--- src/rtl/mario_sprite_pkg.sv ---
// rtl/mario_sprite_pkg.sv - shared sprite constants, pose encoding and walk-phase helper
package mario_sprite_pkg;

    localparam int SPR_W  = 21;
    localparam int SPR_H  = 21;
    localparam int SPR_AW = 9;

    // Palette index 0; the colour mapper treats it as see-through.
    localparam logic [11:0] TRANSPARENT_RGB = 12'h808;

    typedef enum logic [2:0] {
        STAND = 3'd0,
        WALK1 = 3'd1,
        WALK2 = 3'd2,
        WALK3 = 3'd3,
        JUMP  = 3'd4
    } pose_t;

    function automatic pose_t next_walk(input pose_t p);
        case (p)
            WALK1:   return WALK2;
            WALK2:   return WALK3;
            default: return WALK1;
        endcase
    endfunction

endpackage

--- src/rtl/mario_sprite_addr_gen_if.sv ---
// rtl/mario_sprite_addr_gen_if.sv - scan/motion inputs and ROM-select outputs of the sprite address stage
interface mario_sprite_addr_gen_if;
    import mario_sprite_pkg::*;

    logic              vsync;
    logic [9:0]        DrawX;
    logic [9:0]        DrawY;
    logic [9:0]        pos_x;
    logic [9:0]        pos_y;
    logic              moving;
    logic              airborne;
    logic              facing_left;
    logic [SPR_AW-1:0] read_address;
    logic              sprite_on;
    pose_t             pose;
    logic              dir_left;

    modport master (
        output vsync, DrawX, DrawY, pos_x, pos_y, moving, airborne, facing_left,
        input  read_address, sprite_on, pose, dir_left
    );

    modport slave (
        input  vsync, DrawX, DrawY, pos_x, pos_y, moving, airborne, facing_left,
        output read_address, sprite_on, pose, dir_left
    );

endinterface

--- src/rtl/mario_anim_seq.sv ---
// rtl/mario_anim_seq.sv - vsync edge detect, walk divider, pose FSM and facing latch
module mario_anim_seq
    import mario_sprite_pkg::*;
#(
    parameter int ANIM_DIV = 6
) (
    input  logic  Clk,
    input  logic  Reset,
    input  logic  vsync_i,
    input  logic  moving_i,
    input  logic  airborne_i,
    input  logic  facing_left_i,
    output pose_t pose_o,
    output logic  dir_o
);

    localparam int            DW       = (ANIM_DIV > 1) ? $clog2(ANIM_DIV) : 1;
    localparam logic [DW-1:0] DIV_LAST = DW'(ANIM_DIV - 1);

    logic          vsync_q;
    logic          tick;
    pose_t         pose_q, pose_d;
    logic [DW-1:0] div_q, div_d;
    logic          dir_q, dir_d;

    assign tick = vsync_i & ~vsync_q;

    always_ff @(posedge Clk or posedge Reset) begin
        if (Reset) begin
            vsync_q <= 1'b0;
            pose_q  <= STAND;
            div_q   <= '0;
            dir_q   <= 1'b0;
        end else begin
            vsync_q <= vsync_i;
            pose_q  <= pose_d;
            div_q   <= div_d;
            dir_q   <= dir_d;
        end
    end

    // Everything holds between ticks so a frame never mixes two poses.
    always_comb begin
        pose_d = pose_q;
        div_d  = div_q;
        dir_d  = dir_q;
        if (tick) begin
            dir_d = facing_left_i;
            if (airborne_i) begin
                pose_d = JUMP;
            end else if (!moving_i) begin
                pose_d = STAND;
                div_d  = '0;
            end else if (pose_q == STAND || pose_q == JUMP) begin
                pose_d = WALK1;
                div_d  = '0;
            end else if (div_q == DIV_LAST) begin
                pose_d = next_walk(pose_q);
                div_d  = '0;
            end else begin
                div_d  = div_q + 1'b1;
            end
        end
    end

    always_comb begin
        pose_o = pose_q;
        dir_o  = dir_q;
    end

endmodule

--- src/rtl/mario_sprite_addr_gen.sv ---
// rtl/mario_sprite_addr_gen.sv - sprite hit test, ROM address and pose select (MARIO_SPRITE_MIRROR_EN: mirror in address)
module mario_sprite_addr_gen
    import mario_sprite_pkg::*;
#(
    parameter int ANIM_DIV = 6
) (
    input logic                   Clk,
    input logic                   Reset,
    mario_sprite_addr_gen_if.slave bus
);

    logic              dir_lat;
    pose_t             pose;
    logic [10:0]       x_end, y_end;
    logic              in_box;
    logic [4:0]        col, row, col_m;
    logic [SPR_AW-1:0] addr_d, addr_q;
    logic              on_d, on_q;

    mario_anim_seq #(.ANIM_DIV(ANIM_DIV)) u_anim (
        .Clk           (Clk),
        .Reset         (Reset),
        .vsync_i       (bus.vsync),
        .moving_i      (bus.moving),
        .airborne_i    (bus.airborne),
        .facing_left_i (bus.facing_left),
        .pose_o        (pose),
        .dir_o         (dir_lat)
    );

    // 11-bit box edges so a sprite near column 1023 does not wrap to column 0.
    assign x_end  = {1'b0, bus.pos_x} + 11'(SPR_W);
    assign y_end  = {1'b0, bus.pos_y} + 11'(SPR_H);
    assign in_box = (bus.DrawX >= bus.pos_x) && ({1'b0, bus.DrawX} < x_end) &&
                    (bus.DrawY >= bus.pos_y) && ({1'b0, bus.DrawY} < y_end);

    assign col = 5'(bus.DrawX - bus.pos_x);
    assign row = 5'(bus.DrawY - bus.pos_y);

`ifdef MARIO_SPRITE_MIRROR_EN
    assign col_m        = dir_lat ? (5'(SPR_W - 1) - col) : col;
    assign bus.dir_left = 1'b0;
`else
    assign col_m        = col;
    assign bus.dir_left = dir_lat;
`endif

    // row*21 as shift-add: 16+4+1.
    always_comb begin
        addr_d = '0;
        on_d   = in_box;
        if (in_box) begin
            addr_d = ({4'b0, row} << 4) + ({4'b0, row} << 2) + {4'b0, row} + {4'b0, col_m};
        end
    end

    always_ff @(posedge Clk or posedge Reset) begin
        if (Reset) begin
            addr_q <= '0;
            on_q   <= 1'b0;
        end else begin
            addr_q <= addr_d;
            on_q   <= on_d;
        end
    end

    assign bus.read_address = addr_q;
    assign bus.sprite_on    = on_q;
    assign bus.pose         = pose;

endmodule

--- src/flat_wrapper.sv ---
// flat-port wrapper written by rule: the top's interface ports become plain ports
module mario_sprite_addr_gen_flat import mario_sprite_pkg::*;
#(
    parameter int ANIM_DIV = 6
)
  (Clk, Reset, bus_vsync, bus_DrawX, bus_DrawY, bus_pos_x, bus_pos_y, bus_moving, bus_airborne, bus_facing_left, bus_read_address, bus_sprite_on, bus_pose, bus_dir_left);
  mario_sprite_addr_gen_if bus_i ();
  input logic Clk;
  input logic Reset;
  input wire logic [$bits(bus_i.vsync)-1:0] bus_vsync;
  input wire logic [$bits(bus_i.DrawX)-1:0] bus_DrawX;
  input wire logic [$bits(bus_i.DrawY)-1:0] bus_DrawY;
  input wire logic [$bits(bus_i.pos_x)-1:0] bus_pos_x;
  input wire logic [$bits(bus_i.pos_y)-1:0] bus_pos_y;
  input wire logic [$bits(bus_i.moving)-1:0] bus_moving;
  input wire logic [$bits(bus_i.airborne)-1:0] bus_airborne;
  input wire logic [$bits(bus_i.facing_left)-1:0] bus_facing_left;
  output wire logic [$bits(bus_i.read_address)-1:0] bus_read_address;
  output wire logic [$bits(bus_i.sprite_on)-1:0] bus_sprite_on;
  output wire logic [$bits(bus_i.pose)-1:0] bus_pose;
  output wire logic [$bits(bus_i.dir_left)-1:0] bus_dir_left;
  assign bus_i.vsync = bus_vsync;
  assign bus_i.DrawX = bus_DrawX;
  assign bus_i.DrawY = bus_DrawY;
  assign bus_i.pos_x = bus_pos_x;
  assign bus_i.pos_y = bus_pos_y;
  assign bus_i.moving = bus_moving;
  assign bus_i.airborne = bus_airborne;
  assign bus_i.facing_left = bus_facing_left;
  assign bus_read_address = bus_i.read_address;
  assign bus_sprite_on = bus_i.sprite_on;
  assign bus_pose = bus_i.pose;
  assign bus_dir_left = bus_i.dir_left;
  mario_sprite_addr_gen #(.ANIM_DIV(ANIM_DIV)) u_core (.Clk(Clk), .Reset(Reset), .bus(bus_i));
endmodule
--- config.mk ---
export PLATFORM = sky130hd
export DESIGN_NAME = mario_sprite_addr_gen_flat
export DESIGN_NICKNAME = d
export VERILOG_FILES = /design/src/rtl/mario_sprite_pkg.sv /design/src/rtl/mario_sprite_addr_gen_if.sv /design/src/rtl/mario_anim_seq.sv /design/src/rtl/mario_sprite_addr_gen.sv /design/src/flat_wrapper.sv
export SDC_FILE = /design/constraint.sdc
export NUM_CORES = 1
export LEC_CHECK = 0
export BUFFER_PORTS_ARGS = -buffer_cell sky130_fd_sc_hd__buf_2
export CAP_MARGIN = 20
export CORE_AREA = 2 2 69 71
export CTS_BUF_LIST = sky130_fd_sc_hd__clkbuf_8
export DETAILED_ROUTE_END_ITERATION = 10
export DIE_AREA = 0 0 71 73
export HOLD_SLACK_MARGIN = 0.02
export PLACE_DENSITY_LB_ADDON = 0.2
export SYNTH_ARGS = -nofsm -noshare
export SYNTH_HDL_FRONTEND = slang
export SYNTH_SLANG_ARGS = --single-unit
export TNS_END_PERCENT = 5
--- constraint.sdc ---
create_clock -name Clk -period 2.17 [get_ports Clk]
set_clock_uncertainty 0.2 [all_clocks]
set_input_delay 0.1085 -clock Clk [delete_from_list [all_inputs] [get_ports Clk]]
set_output_delay 0.1085 -clock Clk [all_outputs]
set_load 0.005 [all_outputs]
* Yosys cells after proc, flatten, opt, wreduce, memory -nomap -nowiden
Index checks and enable logic that the tools add are counted.
Cells by class: $add $sub $neg 8, multiply operators 0, div/mod/pow operators 0, $lt $le $gt $ge 4, equal/unequal tests 5, shift operators 0, muxes and demuxes 9, bitwise gates (word level) 3, reduce and logical (&&, ||, !) cells 7
Operators by type and width (count):
- $add A10 B5 Y11 const B | 2
- $lt A10 B11 Y1 | 2
- $mux W3 | 7
- $ge A10 B10 Y1 | 2
- $add A9 B5 Y9 | 2
- $sub A5 B5 Y5 | 2
- $add A9 B7 Y9 | 1
- $mux W9 | 1
- $eq A3 B3 Y1 const B | 2
- $ne A4 B1 Y1 const B | 1
- $pmux W2 S2 | 1
- $reduce_and A2 Y1 | 2
- $add A3 B1 Y3 const B | 1
- $eq A3 B1 Y1 const B | 1
- $eq A3 B2 Y1 const B | 1
- $logic_and A1 B1 Y1 | 3
- $logic_not A3 Y1 | 1
- $not A1 Y1 | 2
- $and A1 B1 Y1 | 1
- $logic_or A1 B1 Y1 | 1
Word-level totals: register bits after elaboration 18, bits in latches 0, memory bits (writable) 0, memory bits (read-only) 0, bits of input ports 46, output and inout bits 14, logic and storage cells 42, memories 0

* Logic depth before layout (Yosys ltp)
Gate-level depths: netlist of run 1.
depth in word-level cells 6, gate-level depth with buffers 18

* Modules after synthesis
Synthesis of run 1 repeated with hierarchy kept, for this count alone.
Unflattened totals: cells, all modules 271, area, all modules 2479.9 um2
Modules (own cells, without submodules):
- mario_sprite_addr_gen | times used 1, cells an instance 230, area an instance 2074.5 um2, sequential area each 250.2 um2
- mario_anim_seq | times used 1, cells an instance 41, area an instance 405.4 um2, sequential area each 200.2 um2

* Least setup slack after synthesis of run 1
Ideal clock, no wire load.
kind input to register, from in bus_DrawY[0], to reg u_core.addr_q[7] (netlist: u_core.bus.read_address[7]), library setup time 121 ps, arrival time 3336 ps, data required time 1849 ps, slack -1487 ps, cell stages on the path 17, path buffers 0, cell sequence inv_1 ha_1 inv_1 fa_1 a21o_1 a21oi_1 xnor2_1 inv_1 fa_1 inv_1 fa_1 ha_1 a21oi_1 o21bai_1 a21oi_1 xor2_1 nor2_1
Between the ends: word-level cells in the longest chain between the ends 5
Ends and longest elaborated chain:
- start, declared | line flat_wrapper.sv:12 | input wire logic [$bits(bus_i.DrawY)-1:0] bus_DrawY;
- $sub A5 B5 Y5 | line mario_sprite_addr_gen.sv:38 | assign row = 5'(bus.DrawY - bus.pos_y);
- $add A9 B7 Y9 | line mario_sprite_addr_gen.sv:53 | addr_d = ({4'b0, row} << 4) + ({4'b0, row} << 2) + {4'b0, row} + {4'b0, col_m};
- $add A9 B5 Y9 (2 in a row) | line mario_sprite_addr_gen.sv:53
- $mux W9 * | line mario_sprite_addr_gen.sv:52 | if (in_box) begin
- named net u_core.addr_d[7] | line mario_sprite_addr_gen.sv:17 | logic [SPR_AW-1:0] addr_d, addr_q;
- end signal, assigned | line mario_sprite_addr_gen.sv:62 | addr_q <= addr_d;
- end, declared | line mario_sprite_addr_gen.sv:17
Mark *: on every way through the listed nets, which the timed path passes. The rest lies on a longest branch. A chain may end at the register's enable or synchronous reset.

* Worst setup path in the final report of run 1
from in bus_DrawY[0], to reg u_core.addr_q[8] (netlist: u_core.bus.read_address[8])
The elaborated chain is that of the path after synthesis.

==> results of run 1 <==
critical path: cells and delay by family:
family,cells,cell delay [ns]
AOI/OAI and AO/OA,4,0.55
xor gates and xnor gates,2,0.27
adders and majority gates,5,1.76
buffers and inverters,5,0.30
and+or+nand+nor,3,0.23
cell families (layout without fill, tap and decap cells):
family	after synthesis	count (layout)	synth area share, %
flip-flops	18	18	18.8
buffers and inverters	35	153	5.59
AND/OR/NAND/NOR	56	56	12.1
AO/OA/AOI/OAI	61	61	17.0
multiplexers	1	1	0.470
XOR/XNOR	27	27	9.87
adder cells (fa/ha/maj)	65	65	36.1
power by group through the flow:
stage | clock (W) | combinational (W) | sequential [W]
6_report | 0.000226 | 0.00147 | 0.000378
2_1_floorplan | 0 | 0.000835 | 0.000387
4_1_cts | 0.000228 | 0.00137 | 0.000378
5_1_grt | 0.000240 | 0.00165 | 0.000381
3_3_place_gp | 0 | 0.00126 | 0.000383
3_5_place_dp | 0 | 0.00131 | 0.000384
path summary, 6_finish.rpt:
| path | endpoint | cells after the start |
|---|---|---|
| max | u_core.bus.read_address[8] | 19 |
| min | u_core.u_anim.dir_o | 2 |
| max reg2reg | u_core.u_anim.div_q[1] | 4 |
| min reg2reg | u_core.u_anim.dir_o | 2 |
| max in group asynchronous | u_core.bus.read_address[7] | 3 |
| min in group asynchronous | u_core.bus.read_address[8] | 3 |
per-layer routing:
metal	wire length [um]	up-vias
met2	2730	44
li1	-	1160
met3	131	9
met1	2210	1015
met4	77	0
met5	0	-
stage by stage:
step / setup TNS (ns) / instances / hold slack, ns / power, W
after floorplan: -6.58 / 263 / -0.153 / 0.00122
final: -6.26 / 435 / 0.278 / 0.00207
after detailed placement: -10.08 / 425 / 0.0306 / 0.00169
after global placement: -9.48 / 425 / 0.0122 / 0.00164
after global routing: -7.47 / 435 / 0.339 / 0.00227
after CTS: -6.48 / 435 / 0.282 / 0.00198
registers in the layout (all words and copies together) (netlist names):
signal / count
u_core.u_anim.pose_o: 3
u_core.u_anim.dir_o: 1
u_core.bus.sprite_on: 1
u_core.u_anim.div_q: 3
u_core.u_anim.vsync_q: 1
u_core.bus.read_address: 9
area by class of cell:
cell class                      instances  area [um^2]
Clock buffer                            3         41.3
Inverter                               35          146
Tap cell                               54         67.6
Timing Repair Buffer                  115          738
Multi-Input combinational cell        210         1900
Fill cell                             362         1190
Sequential cell                        18          450
placed cells by master, fill, tap and decap left out, types with 5 or more instances in the layout:
master         Yosys  layout
dfrtp_1           18      18
nor2_1            17      16
inv_1             34      31
a21o_1            11      11
xnor2_1           20      17
buf_4              0      51
dlygate4sd3_1      0       5
xor2_1             7       7
buf_2              0      58
o21ai_0           10       6
ha_1              58      56
nand2_1           13      13
a21oi_2            1       5
fa_1               7       6
nand4_1            5       5
a21oi_1           18      13
what timing repair did:
item / 4_1_cts / 5_1_grt
gates resized for setup: 7 / 8
hold buffers: 5 / 0
pin swaps: 13 / 8
endpoints found under the setup margin: 10 / 10
setup buffers: 2 / 0
hold endpoints to repair: 24 / 0
==> out/results.ini, run 1 <==
[status]
status = complete, but fails checks
violations = setup timing

[setup_path]
start_kind = primary input
cpMaxStageDelayCell = fa_1
rrSetupSlack_ns = 0.49
crit_required_ns = 2.11
arrival_ns = 3.22
path_class = primary input to register
path_max_fanout = 3
crit_path_start = bus_DrawY[0]
r2r-start = u_core.u_anim.pose_o[0]
endpoint_kind = register
max_stage_delay_ns = 0.49
cp_cell_sequence = buf_8, inv_12, ha_4, inv_2, fa_2, a21o_1, a21oi_2, xnor2_2, inv_1, fa_1, inv_2, fa_1, ha_4, a21oi_2, nor2_1, nor2_2, o21ai_1, xnor2_1, nor2_1

[min_path]
hp-start = u_core.u_anim.dir_o
hold_class = register to register

[placement]
gp_congestion = 0.818
dpl.hpwl_um = 4440
pre_cts_slack_ns = -1.54
place.port_buffers = 59
place_area_um2 = 3190

[synthesis]
synth_seq_area_share_pct = 18.8
synth_area_per_cell_um2 = 9.11
syn-instance-count = 263
synth_fp_nets = 374
synth.area.top_cells = ha_1, dfrtp_1, xnor2_1, fa_1, inv_1
postSynthRegisterBits = 18
synthTopCellsByCount = ha_1, inv_1, xnor2_1, a21oi_1, dfrtp_1
synth_edf_count = 0
synthFlopType = dfrtp_1
synth.cell_area_um2 = 2400
synth_cell_types = 43
yosysMostFrequentCell = ha_1
yosysTopAreaCell = ha_1
yosys_warnings = 0
async_reset_ff_share_pct = 100
synth.top_cell.area_share_pct = 30.3

[timing]
rsz0062_at_grt = yes
period_needed_ns = 3.28
worst-slew-pin-transition_ns = 0.647
fin_ws_ns = -1.11
final_hold_viol_count = 0
finalCritPeriodShare_pct = 151
fmax_mhz = 305
max_slew_margin_pct = 56.8
setup_viol = 10
slew_violations = 0

[final_layout]
diodes = 0
fin_nets = 494
drive_gt1_share_pct = 36.0
postLayoutCoreUtil_pct = 73.7
postLayoutCellArea_um2 = 3340
syn_to_final_growth_pct = 39.5

[pwr]
p_int_w = 0.00128
vdd.ir_drop.worst_mv = 0.437
p_clk_share_pct = 10.9
comb_power_share_pct = 70.9
leakagePower_nw = 1.84
seqPwrFrac_pct = 18.2
p_sw_w = 0.000796
switching_share_pct = 38.4
powerDensity_nw_per_um2 = 620

[floorplan]
rows = 25
start_util_pct = 52.8
die_y_um = 73
die_w_um = 71
coreArea_um2 = 4540
io_pins = 60
dieArea_um2 = 5180

[drt]
drtIter0Drc = 35
wl_per_cell_um = 11.8
remaining_drc_errors = 0
totalWireLength_um = 5150
ant_nets = 0
via_count = 2228
drt_pass1_iterations = 4
via_per_inst = 5.12

[clock_tree]
root_buffer = clkbuf_8
clockBufferDepth = 2
cts_sinks = 18
cts_buffers = 3
worstSkewPairLatency_ns = 0.25
cts_tree = done
path_clk_slew_ns = 0.06
htree_levels = 1

[grt]
grt_pass1_wl_um = 8800
grt_pass1_vias = 2171
grt-ovfl-total = 0
grt_max_degree = 19
grt_usage_pct = 20.6
grt_use_met3_pct = 1.80
top_usage_layer = met2
grt_util_met2_pct = 40.6
grtUsageMet1_pct = 23.6
antenna_found_initial = 0

[run]
drv_cap = 0

Power figures use the tool's default switching activity.
==> run 2: changes to the inputs <==
Settings changed: ABC_AREA set to 1, CORE_AREA 2 2 69 71 to 2 2 71 73, DIE_AREA 0 0 71 73 to 0 0 73 75.
==> out/results.ini, run 2 <==
[final_layout]
postLayoutCellArea_um2 = 3500  ; +4.8%
syn_to_final_growth_pct = 37.6
fin_nets = 565  ; +14%
fillerInstances = 340  ; -6.1%
drive_gt1_share_pct = 31.6  ; -4.4 points
largest_reg_flops = 9  ; unchanged
final_common_cell = nand2_1
layout_common_cells = nand2_1, buf_2, inv_1
fin_cells = 507  ; +17%
diodes = 0  ; unchanged
postLayoutCoreUtil_pct = 75.2  ; +1.5 points

[clock_tree]
clockBufferDepth = 2  ; unchanged
cts_sinks = 18  ; unchanged
htree_levels = 1  ; unchanged
root_buffer = clkbuf_8
cts_tree = done
cts_buffers = 3  ; unchanged
path_clk_slew_ns = 0.07  ; about the same
worstSkewPairLatency_ns = 0.25  ; about the same

[synthesis]
synth_cell_types = 28  ; -35%
async_reset_ff_share_pct = 100  ; unchanged
synth_fp_nets = 454  ; +21%
muxShareOfSynthArea_pct = 0  ; -0.47 points
synth.area.top_cells = ha_1, dfrtp_1, nand2_1, inv_1, xor2_1
yosys_warnings = 0  ; unchanged
synth_compound_area_share_pct = 8.01  ; -9.0 points
synth-xor-area-share_pct = 8.55  ; -1.3 points
synth_fa_ha_area_share_pct = 34.0  ; -2.1 points
yosys.area_share.simple_pct = 22.6  ; +10 points
synthTopCellsByCount = nand2_1, inv_1, ha_1, nor2_1, a21oi_1
synth_seq_area_share_pct = 17.7  ; -1.1 points
synth.top_cell.area_share_pct = 28.5  ; -1.8 points
yosysTopAreaCell = ha_1
synthFlopType = dfrtp_1
syn-instance-count = 343  ; +30%
synth.cell_area_um2 = 2550  ; +6.3%
postSynthRegisterBits = 18  ; unchanged
synth_area_per_cell_um2 = 7.42  ; -19%
synth_top_family_by_area = adder cells
synth_edf_count = 0  ; unchanged
yosysMostFrequentCell = nand2_1

[drt]
via_count = 2490  ; +12%
wl_per_cell_um = 10.6  ; -11%
remaining_drc_errors = 0  ; unchanged
drt_pass1_iterations = 4  ; unchanged
totalWireLength_um = 5360  ; +4.0%
drtIter0Drc = 88  ; +150%
via_per_inst = 4.91  ; -4.1%
ant_nets = 0  ; unchanged

[placement]
place.port_buffers = 59  ; unchanged
gp_congestion = 0.824  ; +0.76%
placed_cells = 496  ; +17%
place_area_um2 = 3280  ; +3.0%
dpl.hpwl_um = 4540  ; +2.2%

[floorplan]
die_y_um = 75  ; +2.7%
coreArea_um2 = 4660  ; +2.8%
rows = 25  ; unchanged
die_w_um = 73  ; +2.8%
dieArea_um2 = 5480  ; +5.6%
start_util_pct = 54.6  ; +1.8 points
io_pins = 60  ; unchanged

[timing]
fmax_mhz = 316  ; +3.4%
period_needed_ns = 3.17  ; -0.108 ns
max_slew_margin_pct = 57.1  ; +0.30 points
setup_viol = 9  ; -1
slew_violations = 0  ; unchanged
final_hold_viol_count = 0  ; unchanged
fin_ws_ns = -0.999  ; +0.108 ns
fin_tns_setup_ns = -4.83  ; +1.43 ns
finalCritPeriodShare_pct = 146  ; -5.0 points
rsz0062_at_grt = yes
worst-slew-pin-transition_ns = 0.643  ; -0.00455 ns

[pwr]
switching_share_pct = 40.1  ; +1.7 points
vdd.ir_drop.worst_mv = 0.508  ; +16%
p_clk_share_pct = 11.4  ; +0.5 points
seqPwrFrac_pct = 17.1  ; -1.1 points
powerDensity_nw_per_um2 = 675  ; +8.9%
comb_power_share_pct = 71.5  ; +0.6 points
p_int_w = 0.00142  ; +11%
p_sw_w = 0.000949  ; +19%
leakagePower_nw = 2.04  ; +11%

[grt]
grt_pass1_vias = 2398  ; +10%
grt_max_degree = 19  ; unchanged
grt_pass1_wl_um = 9490  ; +7.8%
antenna_found_initial = 0  ; unchanged
grt-ovfl-total = 0  ; unchanged
grt_usage_pct = 21.3  ; +0.74 points

[min_path]
hold_class = primary input to register

[setup_path]
arrival_ns = 3.11  ; -0.11 ns
path_max_fanout = 4  ; +1
max_stage_delay_ns = 0.56  ; +0.07 ns
path_class = primary input to register
cpMaxStageDelayCell = fa_2
endpoint_kind = register
cp_cell_sequence = buf_8, inv_12, ha_4, inv_2, fa_2, nand2_2, nand2_2, xnor2_2, fa_1, inv_2, fa_2, ha_4, a21oi_2, nand2_2, a21oi_2, o21ai_1, xnor2_1, nor2_1
crit_required_ns = 2.11  ; about the same
start_kind = primary input
path_common_cell = nand2_2

[run]
drv_cap = 0  ; unchanged

[status]
violations = setup timing
status = complete, but fails checks

## run 2: changes by cell type after synthesis, sizes merged, moves of 3 or more
cell / delta
and2: -4
xnor2: -15
nor2: +10
nand4: -3
a21o: -10
nand3: +14
xor2: +12
nand2: +68
a21oi: +3
inv: +26
## run 2: critical path: cells and delay by family
kind | cells | cell delay [ns]
AND/OR/NAND/NOR | 4 | 0.29
AO/OA/AOI/OAI | 3 | 0.37
adder cells (fa/ha/maj) | 5 | 1.81
buffers and inverters | 4 | 0.23
XOR/XNOR | 2 | 0.31
## run 2: area by class of cell
class	count	area (um^2)	area share, %
multi-input cells	263	2010	57.5
inverters	62	246	7.03
well taps	54	67.6	1.93
repair buffers	106	671	19.1
clock buffers	4	55.1	1.57
flip-flops and latches	18	450	12.9
## run 2: cells by family after synthesis
group                      Yosys count
AOI/OAI and AO/OA                   38
adders and majority gates           65
buffers and inverters               62
xor gates and xnor gates            24
DFF                                 18
and+or+nand+nor                    136
## run 2: final timing paths
check	start	end	slack, ns	cells after the start
setup / recovery	bus_DrawY[0]	u_core.bus.read_address[7]	-1.0	18
hold / removal	bus_moving	u_core.u_anim.div_q[2]	0.03	5
setup reg to reg	u_core.u_anim.vsync_q	u_core.u_anim.div_q[2]	0.68	5
hold reg to reg	u_core.u_anim.dir_o	u_core.u_anim.dir_o	0.28	2
max in group asynchronous	Reset	u_core.bus.read_address[4]	1.05	3
min in group asynchronous	Reset	u_core.bus.read_address[8]	0.31	3
## run 2: repair_timing
action,CTS,global route
hold endpoints to repair,23,0
endpoints found under the setup margin,10,10
hold buffers,4,0
cloned,0,0
resized for setup,22,6
pin swaps,20,5
buffers inserted,3,0
## run 2: through the flow
stage	hold WS [ns]	worst slack, ns	total power, W
floorplan	-0.153	-1.04	0.00139
global placement	0.0206	-1.27	0.00179
finish	0.0330	-0.999	0.00237
detailed placement	0.0279	-1.37	0.00184
global route	0.0543	-1.15	0.00258
CTS	0.0300	-1.02	0.00233
## run 2: per-layer routing
layer	track usage (%)	vias up	wire (um)
met5	0	-	0
met4	4.94	0	52
met3	1.20	5	136
met2	42.6	48	2770
met1	24.6	1120	2400
li1	-	1317	-
## run 2: power groups by stage
stage,clock [W],sequential (W),combinational [W]
6_report,0.000270,0.000404,0.00169
5_1_grt,0.000286,0.000410,0.00188
4_1_cts,0.000277,0.000405,0.00165
3_5_place_dp,0,0.000411,0.00143
3_3_place_gp,0,0.000409,0.00138
2_1_floorplan,0,0.000411,0.000974
==> run 3: changes to the inputs <==
Settings changed: BUFFER_PORTS_ARGS -buffer_cell sky130_fd_sc_hd__buf_2 to -buffer_cell sky130_fd_sc_hd__clkbuf_2, CAP_MARGIN 20 to 10.
==> out/results.ini, run 3 (synthesized netlist as in run 2, its figures left out) <==
[timing]
max_slew_margin_pct = 56.9  ; -0.22 points
worst-slew-pin-transition_ns = 0.646  ; +0.00334 ns
finalCritPeriodShare_pct = 150  ; +3.7 points
period_needed_ns = 3.25  ; +0.0804 ns
final_hold_viol_count = 0  ; unchanged
fmax_mhz = 308  ; -2.5%
setup_viol = 10  ; +1
rsz0062_at_grt = yes
fin_ws_ns = -1.08  ; -0.0804 ns
fin_tns_setup_ns = -5.45  ; -0.623 ns
slew_violations = 0  ; unchanged

[final_layout]
diodes = 0  ; unchanged
layout_common_cells = nand2_1, clkbuf_2, inv_1
syn_to_final_growth_pct = 39.0
final_common_cell = nand2_1
drive_gt1_share_pct = 31.5  ; -0.057 points
largest_reg_flops = 9  ; unchanged
postLayoutCellArea_um2 = 3540  ; +0.96%
fin_nets = 569  ; +0.71%

[floorplan]
io_pins = 60  ; unchanged
dieArea_um2 = 5480  ; unchanged
rows = 25  ; unchanged
die_y_um = 75  ; unchanged
die_w_um = 73  ; unchanged
coreArea_um2 = 4660  ; unchanged
start_util_pct = 54.6  ; unchanged

[placement]
place_area_um2 = 3300  ; +0.46%
dpl.hpwl_um = 4470  ; -1.4%
place.port_buffers = 59  ; unchanged
gp_congestion = 0.820  ; -0.52%

[grt]
grtUsageMet1_pct = 20.9  ; -3.7 points
grt_util_met2_pct = 42.9  ; +0.30 points
grt_max_degree = 19  ; unchanged
grt_pass1_wl_um = 8930  ; -5.9%
grt_use_met3_pct = 1.07  ; -0.13 points
grt_usage_pct = 20.4  ; -0.93 points
grt_pass1_vias = 2371  ; -1.1%
top_usage_layer = met2
grt-ovfl-total = 0  ; unchanged
antenna_found_initial = 0  ; unchanged

[min_path]
hold_class = primary input to register

[setup_path]
crit_required_ns = 2.12  ; about the same
arrival_ns = 3.20  ; +0.09 ns
path_max_fanout = 3  ; -1
rrSetupSlack_ns = 0.66  ; -0.02 ns
endpoint_kind = register
start_kind = primary input
path_class = primary input to register

[drt]
ant_nets = 0  ; unchanged
totalWireLength_um = 5400  ; +0.84%
remaining_drc_errors = 0  ; unchanged
drt_pass1_iterations = 4  ; unchanged
wl_per_cell_um = 10.6  ; about the same
via_count = 2462  ; -1.1%
via_per_inst = 4.82  ; -1.9%
drtIter0Drc = 46  ; -48%

[run]
drv_cap = 0  ; unchanged

[pwr]
powerDensity_nw_per_um2 = 675  ; about the same
vdd.ir_drop.worst_mv = 0.399  ; -21%
leakagePower_nw = 2.06  ; +1.2%

[clock_tree]
cts_tree = done
worstSkewPairLatency_ns = 0.26  ; about the same
cts_sinks = 18  ; unchanged
clockBufferDepth = 2  ; unchanged
htree_levels = 1  ; unchanged
path_clk_slew_ns = 0.06  ; about the same
root_buffer = clkbuf_8
cts_buffers = 3  ; unchanged

[status]
violations = setup timing
status = complete, but fails checks

[run 3: changes by cell type in the layout (fill, tap and decap cells not counted), sizes merged]
cell	delta
buf	-56
clkbuf	+59
dlygate4sd3	+1
[run 3: critical path, cell delays in order]
cell       delay, ns
clkbuf_16       0.13
inv_12          0.04
ha_4            0.11
inv_2           0.04
fa_2            0.42
nand2_2         0.09
nand2_2         0.06
xnor2_2         0.15
fa_1            0.52
inv_2           0.04
fa_1            0.50
ha_4            0.19
a21oi_2         0.14
nand2_1         0.09
nand2_2         0.08
nand2_1         0.05
a21o_1          0.17
nand3b_1        0.16
nand2_1         0.07
nor2_1          0.04
[run 3: routing by layer]
metal  vias up  wire length [um]
met3         7               147
li1       1330                 -
met5         -                 0
met1      1080              2280
met4         0                80
met2        45              2900
[run 3: layout make-up]
cell class                 count  area [um^2]
clock buffer                   4         55.1
fill                         350         1120
inverter                      62          246
multi-input combinational    263         2000
sequential                    18          450
tap                           54         67.6
timing repair buffer         110          714
[run 3: final timing paths]
path	from	endpoint	cells past startpoint
min in group asynchronous	Reset	u_core.u_anim.dir_o	3
min	bus_pos_y[9]	u_core.bus.read_address[1]	7
max in group asynchronous	Reset	u_core.bus.read_address[0]	3
max	bus_DrawY[0]	u_core.bus.read_address[8]	20
min reg2reg	u_core.u_anim.dir_o	u_core.u_anim.dir_o	2
max reg2reg	u_core.u_anim.vsync_q	u_core.u_anim.div_q[2]	5
[run 3: stage by stage]
| step | utilization, % | std cells | hold slack, ns | worst slack (ns) | power, W |
|---|---|---|---|---|---|
| finish | 75.9 | 511 | 0.233 | -1.08 | 0.00239 |
| global route | 75.9 | 511 | 0.287 | -1.24 | 0.00261 |
| CTS | 75.3 | 510 | 0.233 | -1.05 | 0.00235 |
| detailed placement | 70.7 | 498 | 0.00509 | -1.35 | 0.00184 |
| global placement | 70.7 | 498 | 0.00265 | -1.29 | 0.00179 |
| floorplan | - | 343 | -0.153 | -1.04 | 0.00139 |
[run 3: report_power, final]
group / switching (W) / internal (W)
combinational: 0.000828 / 0.000886
sequential: 0.0000308 / 0.000376
clock: 0.000107 / 0.000161
total: 0.000965 / 0.00142
[run 3: repair_timing]
action                                 4_1_cts  5_1_grt
setup buffers                                3        1
pin swaps                                   17       11
cloned                                       0        0
endpoints found under the hold margin       24        0
resized for setup                           20        4
hold buffers                                 5        0
setup endpoints to repair                   10       10
